--- src/rtl/wb_reg_responder_pkg.sv ---
// Shared types and constants for the Wishbone register responder.
// Holds the FSM encoding, the wait-counter width and the index-width helper.
package wb_reg_responder_pkg;

  typedef enum logic [1:0] {
    ST_IDLE = 2'd0,
    ST_WAIT = 2'd1,
    ST_RESP = 2'd2
  } state_t;

  localparam int WCW = 4;

  // Register index width; never narrower than one bit so a single-register bank still decodes.
  function automatic int IDXW(input int nregs);
    return (nregs <= 1) ? 1 : $clog2(nregs);
  endfunction

endpackage

--- src/rtl/wb_reg_responder_if.sv ---
// Wishbone classic bus bundle between master and the register responder.
// wb_err_o exists only when WB_REG_RESPONDER_ERR_EN is defined.
interface wb_reg_responder_if #(
  parameter int AW = 32
);
  logic [AW-1:0] wb_adr_i;
  logic [31:0]   wb_dat_i;
  logic [3:0]    wb_sel_i;
  logic          wb_we_i;
  logic          wb_cyc_i;
  logic          wb_stb_i;
  logic [31:0]   wb_dat_o;
  logic          wb_ack_o;
`ifdef WB_REG_RESPONDER_ERR_EN
  logic          wb_err_o;

  modport slave (
    input  wb_adr_i, wb_dat_i, wb_sel_i, wb_we_i, wb_cyc_i, wb_stb_i,
    output wb_dat_o, wb_ack_o, wb_err_o
  );
  modport master (
    output wb_adr_i, wb_dat_i, wb_sel_i, wb_we_i, wb_cyc_i, wb_stb_i,
    input  wb_dat_o, wb_ack_o, wb_err_o
  );
`else
  modport slave (
    input  wb_adr_i, wb_dat_i, wb_sel_i, wb_we_i, wb_cyc_i, wb_stb_i,
    output wb_dat_o, wb_ack_o
  );
  modport master (
    output wb_adr_i, wb_dat_i, wb_sel_i, wb_we_i, wb_cyc_i, wb_stb_i,
    input  wb_dat_o, wb_ack_o
  );
`endif
endinterface

--- src/rtl/wb_reg_responder_sel.sv ---
// Byte-lane merge for the write path: each lane takes the new byte when its
// sel bit is set, otherwise keeps the old byte.
module wb_sel_merge (
  input  logic [31:0] old_word,
  input  logic [31:0] new_word,
  input  logic [3:0]  sel,
  output logic [31:0] merged_word
);
  for (genvar gi = 0; gi < 4; gi++) begin : g_lane
    assign merged_word[8*gi +: 8] = sel[gi] ? new_word[8*gi +: 8] : old_word[8*gi +: 8];
  end
endmodule

--- src/rtl/wb_reg_responder.sv ---
// Wishbone classic register responder with programmable wait states.
// Define WB_REG_RESPONDER_ERR_EN to answer out-of-range accesses with wb_err_o.
module wb_reg_responder
  import wb_reg_responder_pkg::*;
#(
  parameter int AW    = 32,
  parameter int NREGS = 4,
  parameter int WAIT  = 0
) (
  input  logic                  wb_clk,
  input  logic                  wb_rst,
  wb_reg_responder_if.slave     bus,
  output logic [NREGS*32-1:0]   regs_o
);
  localparam int IW = IDXW(NREGS);
  localparam int WW = AW - 2;
  localparam logic [WW-1:0] NREGS_W = WW'(NREGS);

  state_t         state_reg, state_next;
  logic [WCW-1:0] cnt_reg, cnt_next;
  logic [WW-1:0]  word_reg;
  logic           we_reg;
  logic [3:0]     sel_reg;
  logic [31:0]    wdat_reg;
  logic [31:0]    dat_reg, dat_next;
  logic [31:0]    bank_reg [NREGS];

  logic           accept;
  logic [WW-1:0]  bus_word, src_word;
  logic           src_we, src_in, in_range;
  logic [31:0]    rd_word, old_word, merged_word;
  logic           unused_adr;

  assign bus_word   = bus.wb_adr_i[AW-1:2];
  assign unused_adr = ^bus.wb_adr_i[1:0];
  assign in_range   = (word_reg < NREGS_W);

  // With WAIT=0 the RESP entry happens straight from IDLE, before the request is latched.
  assign src_word = (state_reg == ST_IDLE) ? bus_word : word_reg;
  assign src_we   = (state_reg == ST_IDLE) ? bus.wb_we_i : we_reg;
  assign src_in   = (src_word < NREGS_W);
  assign rd_word  = (!src_we && src_in) ? bank_reg[src_word[IW-1:0]] : '0;
  assign old_word = in_range ? bank_reg[word_reg[IW-1:0]] : '0;

  always_comb begin
    state_next = state_reg;
    cnt_next   = cnt_reg;
    accept     = 1'b0;
    case (state_reg)
      ST_IDLE: begin
        if (bus.wb_cyc_i && bus.wb_stb_i) begin
          accept     = 1'b1;
          state_next = (WAIT > 0) ? ST_WAIT : ST_RESP;
          cnt_next   = (WAIT > 0) ? WCW'(WAIT - 1) : '0;
        end
      end
      ST_WAIT: begin
        if (!bus.wb_cyc_i) begin
          state_next = ST_IDLE;
        end else if (cnt_reg == '0) begin
          state_next = ST_RESP;
        end else begin
          cnt_next = cnt_reg - 1'b1;
        end
      end
      ST_RESP: state_next = ST_IDLE;
      default: state_next = ST_IDLE;
    endcase
    dat_next = (state_next == ST_RESP) ? rd_word : '0;
  end

  wb_sel_merge u_merge (
    .old_word    (old_word),
    .new_word    (wdat_reg),
    .sel         (sel_reg),
    .merged_word (merged_word)
  );

  always_ff @(posedge wb_clk or posedge wb_rst) begin
    if (wb_rst) begin
      state_reg <= ST_IDLE;
      cnt_reg   <= '0;
      word_reg  <= '0;
      we_reg    <= 1'b0;
      sel_reg   <= '0;
      wdat_reg  <= '0;
      dat_reg   <= '0;
      for (int k = 0; k < NREGS; k++) bank_reg[k] <= '0;
    end else begin
      state_reg <= state_next;
      cnt_reg   <= cnt_next;
      dat_reg   <= dat_next;
      if (accept) begin
        word_reg <= bus_word;
        we_reg   <= bus.wb_we_i;
        sel_reg  <= bus.wb_sel_i;
        wdat_reg <= bus.wb_dat_i;
      end
      if (state_reg == ST_RESP && we_reg && in_range)
        bank_reg[word_reg[IW-1:0]] <= merged_word;
    end
  end

  assign bus.wb_dat_o = dat_reg;
`ifdef WB_REG_RESPONDER_ERR_EN
  assign bus.wb_ack_o = (state_reg == ST_RESP) && in_range;
  assign bus.wb_err_o = (state_reg == ST_RESP) && !in_range;
`else
  assign bus.wb_ack_o = (state_reg == ST_RESP);
`endif

  for (genvar gi = 0; gi < NREGS; gi++) begin : g_regs
    assign regs_o[32*gi +: 32] = bank_reg[gi];
  end

endmodule

--- src/flat_wrapper.sv ---
// flat-port wrapper written by rule: the top's interface ports become plain ports
module wb_reg_responder_flat import wb_reg_responder_pkg::*;
#(
  parameter int AW    = 32,
  parameter int NREGS = 4,
  parameter int WAIT  = 0
)
  (wb_clk, wb_rst, regs_o, bus_wb_adr_i, bus_wb_dat_i, bus_wb_sel_i, bus_wb_we_i, bus_wb_cyc_i, bus_wb_stb_i, bus_wb_dat_o, bus_wb_ack_o);
  wb_reg_responder_if #(.AW(AW)) bus_i ();
  input  logic wb_clk;
  input  logic wb_rst;
  output logic [NREGS*32-1:0] regs_o;
  input wire logic [$bits(bus_i.wb_adr_i)-1:0] bus_wb_adr_i;
  input wire logic [$bits(bus_i.wb_dat_i)-1:0] bus_wb_dat_i;
  input wire logic [$bits(bus_i.wb_sel_i)-1:0] bus_wb_sel_i;
  input wire logic [$bits(bus_i.wb_we_i)-1:0] bus_wb_we_i;
  input wire logic [$bits(bus_i.wb_cyc_i)-1:0] bus_wb_cyc_i;
  input wire logic [$bits(bus_i.wb_stb_i)-1:0] bus_wb_stb_i;
  output wire logic [$bits(bus_i.wb_dat_o)-1:0] bus_wb_dat_o;
  output wire logic [$bits(bus_i.wb_ack_o)-1:0] bus_wb_ack_o;
  assign bus_i.wb_adr_i = bus_wb_adr_i;
  assign bus_i.wb_dat_i = bus_wb_dat_i;
  assign bus_i.wb_sel_i = bus_wb_sel_i;
  assign bus_i.wb_we_i = bus_wb_we_i;
  assign bus_i.wb_cyc_i = bus_wb_cyc_i;
  assign bus_i.wb_stb_i = bus_wb_stb_i;
  assign bus_wb_dat_o = bus_i.wb_dat_o;
  assign bus_wb_ack_o = bus_i.wb_ack_o;
  wb_reg_responder #(.AW(AW), .NREGS(NREGS), .WAIT(WAIT)) u_core (.wb_clk(wb_clk), .wb_rst(wb_rst), .bus(bus_i), .regs_o(regs_o));
endmodule
--- config.mk ---
export PLATFORM = sky130hd
export DESIGN_NAME = wb_reg_responder_flat
export DESIGN_NICKNAME = d
export VERILOG_FILES = /design/src/rtl/wb_reg_responder_pkg.sv /design/src/rtl/wb_reg_responder_if.sv /design/src/rtl/wb_reg_responder_sel.sv /design/src/rtl/wb_reg_responder.sv /design/src/flat_wrapper.sv
export SDC_FILE = /design/constraint.sdc
export NUM_CORES = 1
export LEC_CHECK = 0
export CAP_MARGIN = 20
export CELL_PAD_IN_SITES_DETAIL_PLACEMENT = 0
export CELL_PAD_IN_SITES_GLOBAL_PLACEMENT = 1
export CORE_MARGIN = 2
export CORE_UTILIZATION = 45
export CTS_BUF_LIST = sky130_fd_sc_hd__clkbuf_16
export CTS_CLUSTER_DIAMETER = 80
export DETAILED_ROUTE_END_ITERATION = 12
export GPL_TIMING_DRIVEN = 1
export PLACE_DENSITY = 0.95
export SETUP_SLACK_MARGIN = 0.1
export SLEW_MARGIN = 20
export SYNTH_ARGS = -nofsm -noshare
export SYNTH_HDL_FRONTEND = slang
export SYNTH_SLANG_ARGS = --single-unit
--- constraint.sdc ---
create_clock -name wb_clk -period 18.5 [get_ports wb_clk]
set_clock_uncertainty 0.1 [all_clocks]
set_input_delay 4.625 -clock wb_clk [delete_from_list [all_inputs] [get_ports wb_clk]]
set_output_delay 4.625 -clock wb_clk [all_outputs]
set_load 0.01 [all_outputs]
# Yosys cells after proc, flatten, opt, wreduce, memory -nomap -nowiden

Index checks and enable logic that the tools add are counted.

Memory bits (writable): 0
Memories kept: 0
Bits of input ports: 73
Word-level logic and storage cells: 63
Bits in latches: 0
Output and inout port bits: 161
ROM bits: 0
Bits in registers: 233

$mul: 0
Divide/modulo/power cells: 0
Equal/unequal tests: 6
Reduce and logical (&&, ||, !) cells: 10
$add $sub $neg: 1
Bitwise logic cells: 2
$lt $le $gt $ge: 5
Muxes and demuxes: 28
Shift-type cells: 0

Operators by type and width:

| operator            | number |
|---|---|
| $mux 32             | 8 |
| $bmux 32 s2         | 2 |
| $bwmux 128          | 1 |
| $demux 32 s2        | 1 |
| $lt 30x3->1 const B | 2 |
| $mux 8              | 4 |
| $mux 30             | 1 |
| $mux 4              | 3 |
| $pmux 4 s2          | 1 |
| $ge 3x3->1 const B  | 2 |
| $mux 2              | 3 |
| $ne 2x2->1 const B  | 3 |
| $not 2->3           | 2 |
| $logic_and 1x1->1   | 5 |
| $eq 2x2->1 const B  | 2 |
| $logic_not 4->1     | 1 |
| $pmux 2 s2          | 1 |
| $reduce_and 4->1    | 1 |
| $sub 4x1->4 const B | 1 |
| $lt 3x1->1 const B  | 1 |
| $mux 1              | 3 |
| $eq 2x1->1 const B  | 1 |
| $logic_not 2->1     | 1 |
| $reduce_bool 2->1   | 1 |
| $logic_not 1->1     | 1 |

# Depth between registers and ports, before layout

Depth in word-level cells: 8
Mapped depth: 7
Mapped depth without buffers: 6

# Hierarchy

Synthesis repeated with hierarchy kept, for this count alone.

Cells, all modules: 832
Area, all modules: 11573.6 µm²

Modules (own cells, without submodules):

| module           | cells an instance | area each (µm²) | instances |
|---|---|---|---|
| wb_reg_responder | 796               | 11048.1         | 1 |
| wb_sel_merge     | 36                | 525.5           | 1 |

# Least setup slack after synthesis

OpenSTA, ideal clock, no wires.

Path kind: in2reg
From: in bus_wb_adr_i[2]
To: reg u_core.dat_reg[10], in the netlist u_core.bus.wb_dat_o[10]
Path slack: 12.498 ns
Arrival time: 5.767 ns
Cell stages on the path: 4
Setup time: 0.136 ns
Cell sequence: mux2_2 buf_2 mux4_2 nor3b_1

Cells in the longest elaborated chain, start to end: 7
Elaborated cells between the ends (all ways): 9

RTL lines:

| item                                                                | RTL line               | text |
|---|---|---|
| from (decl)                                                         | flat_wrapper.sv:13     | `input wire logic [$bits(bus_i.wb_adr_i)-1:0] bus_wb_adr_i;` |
| $mux 30 *                                                           | wb_reg_responder.sv:39 | `assign src_word = (state_reg == ST_IDLE) ? bus_word : word_reg;` |
| parallel branches: the longest is 4 deep, another holds $lt 30x3->1 | --                     |  |
| $mux 32 *                                                           | wb_reg_responder.sv:42 | `assign rd_word = (!src_we && src_in) ? bank_reg[src_word[IW-1:0]] : '0;` |
| $mux 32 *                                                           | wb_reg_responder.sv:69 | `dat_next = (state_next == ST_RESP) ? rd_word : '0;` |
| via u_core.dat_next[10]                                             | wb_reg_responder.sv:25 | `logic [31:0] dat_reg, dat_next;` |
| to (signal assigned)                                                | wb_reg_responder.sv:92 | `dat_reg <= dat_next;` |
| to (decl)                                                           | wb_reg_responder.sv:25 |  |

Mark *: on every way through the listed nets, which the timed path passes. The select of a mux whose other input is x is not followed.
A chain may end at the register's enable or synchronous reset.

# Final worst setup path

From: in bus_wb_adr_i[2]
To: reg u_core.dat_reg[12], in the netlist u_core.bus.wb_dat_o[12]

The elaborated chain is that of the path after synthesis.

==> impl_metrics.tcl <==
set metrics [dict create \
    cts_made_buffers 25 \
    ys.warnings.count 0 \
    setup_tns_ns 0 \
    dp_hpwl_um 18100 \
    min_path_type "register to register" \
    multi_input_comb_area_sq_um 4700 \
    routed_via_density 5.63 \
    setup_violations 0 \
    fin_nets 1022 \
    io_buffers 231 \
    seq_area_sq_um 5840 \
    rsz0062_at_grt "false" \
    crit_required_ns 18.77 \
    start_util_pct 46.1 \
    postCtsSetupRepairBufs 0 \
    critPathKind "input pin to register" \
    grt_usage_pct 23.3 \
    dr.pass1.iters 4 \
    grt_pass1_wl_um 46700 \
    die-height_um 160 \
    num_vias 7238 \
    fin_crit_sh_pct 36.0 \
    drt_wl_total_um 29100 \
    p_leak_nw 6.06 \
    endpoint_kind "register" \
    final_layout_size_suffix_gt1_share_pct 26.3 \
    synth_seq_area_share_pct 53.5 \
    root_buffer "clkbuf_16" \
    cts_tree "yes" \
    clk_latency_ns 0.53 \
    grt_start_max_net_pins 87 \
    fillers 1851 \
    ioPinCount 234 \
    worstMarginPinSlew_ns 1.13 \
    rows 56 \
    ir_drop_mv 0.0594 \
    synth_edf_count 0 \
    synth_cells 731 \
    drc 0 \
    fmax_mhz 150 \
    ys.flop_type "dfrtp_1" \
    crit_fanout 20 \
    coreArea_sq_um 23600 \
    clk_pin_slew_ns 0.06 \
    cts-resized-gates 0 \
    grt_pass1_vias 7922 \
    cts_htree_levels 1 \
    ys_seq_elements 233 \
    powerDensity_nw_per_um2 82.4 \
    status "completed" \
    antenna_found_initial 0 \
    rrSetupSlack_ns 15.10 \
    synthToLayoutAreaGrowth_pct 30.9 \
    largest_register_ffs 128 \
    final-hold-violation-count 0 \
    overflow 0 \
    syn-cell-area_sq_um 10900 \
    fin_area_sq_um 14300 \
    die_x_um 160 \
    drv_cap 0 \
    start_kind "input pin" \
    max_slew_margin_pct 24.9 \
    min_period_ns 6.66 \
    ys_async_sr_fraction_pct 100 \
    clk_path_buf_depth 3 \
    cp.arrival_ns 6.93 \
    cts_sinks 233 \
    ctsHoldBuffers 0 \
    postRouteAntennaNets 0 \
    final_max_slew_viol_count 0 \
    syn_avg_cell_area_sq_um 14.9 \
    synth_nets 805 \
    gp_congestion 0.768 \
    die_area_sq_um 25500 \
    synth_cell_type_count 35 \
    wl_per_cell_um 22.6 \
    antenna_cells 0 \
    drtIter0Drc 268 \
    placed_area_sq_um 13500 \
]
metrics by stage:
stage / power (mW) / hold slack (ns) / util (%) / worst slack [ns] / cells
after global routing: 1.22 / 0.423 / 60.4 / 11.69 / 1285
after detailed placement: 0.693 / 0.396 / 57.0 / 11.27 / 1240
after global placement: 0.690 / 0.390 / 57.0 / 11.29 / 1240
after floorplan: 0.646 / 0.373 / - / 7.39 / 731
after CTS: 1.19 / 0.410 / 60.4 / 11.83 / 1285
final: 1.17 / 0.405 / 60.4 / 11.84 / 1285
cell usage after synthesis (5+ instances only):
cell type  instances  area [sq um]
o31ai_1           32           240
nand4_1            5          31.3
buf_2             15          75.1
buf_6              6          67.6
nor4_1            11          68.8
inv_1             37           139
nor3b_1           32           240
dfrtp_1          233          5830
nand2_1           34           128
clkbuf_1          24          90.1
mux4_2            64          1440
mux2_2           132          1490
nand4b_1           5          43.8
mux2_1            64           721
path summary, 6_finish.rpt:
path	from	endpoint	cells past startpoint
hold reg to reg	u_core.wdat_reg[16]	u_core.wdat_reg[16]	1
max in group asynchronous	wb_rst	u_core.bus.wb_dat_o[5]	3
min in group asynchronous	wb_rst	u_core.word_reg[22]	2
setup reg to reg	u_core.word_reg[2]	u_core.regs_o[53]	4
hold / removal	u_core.wdat_reg[16]	u_core.wdat_reg[16]	1
setup / recovery	bus_wb_adr_i[2]	u_core.bus.wb_dat_o[12]	5
routing by layer:
metal  wire length (um)  GRT usage, %
met5                  0             0
met4                519          5.25
met3               2010          5.57
met2              14400          38.9
met1              12200          31.2
power by group:
part / switching [mW] / leakage (nW) / internal, mW / total, mW
Clock: 0.204 / 0.404 / 0.287 / 0.491
Combinational: 0.0525 / 2.55 / 0.0589 / 0.111
Sequential: 0.0367 / 3.11 / 0.536 / 0.573
area by class of cell:
class / count / area share (%)
Clock buffer: 25 / 4.39
Clock inverter: 20 / 1.23
Inverter: 37 / 1.03
Multi-Input combinational cell: 412 / 33.0
Sequential cell: 233 / 40.9
Tap cell: 319 / 2.80
Timing Repair Buffer: 239 / 16.6
critical path, cell delays in order:
cell and delay (ns):
clkdlybuf4s50_1 0.47, mux2_2 0.55, buf_4 0.54, mux4_2 0.57, nor3b_1 0.15
placed cells by master (no fill, tap or decap), types with 2 or more instances in the layout:
| cell type | Yosys | routed |
|---|---|---|
| dfrtp_1 | 233 | 231 |
| clkbuf_16 | 0 | 25 |
| mux2_2 | 132 | 132 |
| nor3b_1 | 32 | 32 |
| bufinv_16 | 0 | 3 |
| or4_2 | 0 | 2 |
| inv_1 | 37 | 41 |
| clkinv_2 | 0 | 4 |
| nor2_1 | 3 | 3 |
| mux4_2 | 64 | 64 |
| nor4_4 | 2 | 4 |
| nand4b_1 | 5 | 5 |
| o31ai_1 | 32 | 32 |
| clkdlybuf4s50_1 | 0 | 231 |
| mux2_1 | 64 | 64 |
| o21ai_0 | 2 | 2 |
| nand2_1 | 34 | 34 |
| nand3_1 | 4 | 3 |
| nand4_1 | 5 | 5 |
| clkinvlp_4 | 0 | 3 |
| clkinv_1 | 0 | 4 |
| nor2b_1 | 3 | 3 |
| buf_4 | 0 | 8 |
| xor2_1 | 2 | 2 |
| nor4_1 | 11 | 11 |
kinds of logic after synthesis:
group	after synthesis	share of synthesized area, %
xor gates and xnor gates	2	0.161
DFF	233	53.5
adders and majority gates	1	0.115
and+or+nand+nor	111	6.52
muxes	261	33.6
AOI/OAI and AO/OA	37	2.52
buffers and inverters	86	3.55
(Power assumes the default switching activity.)
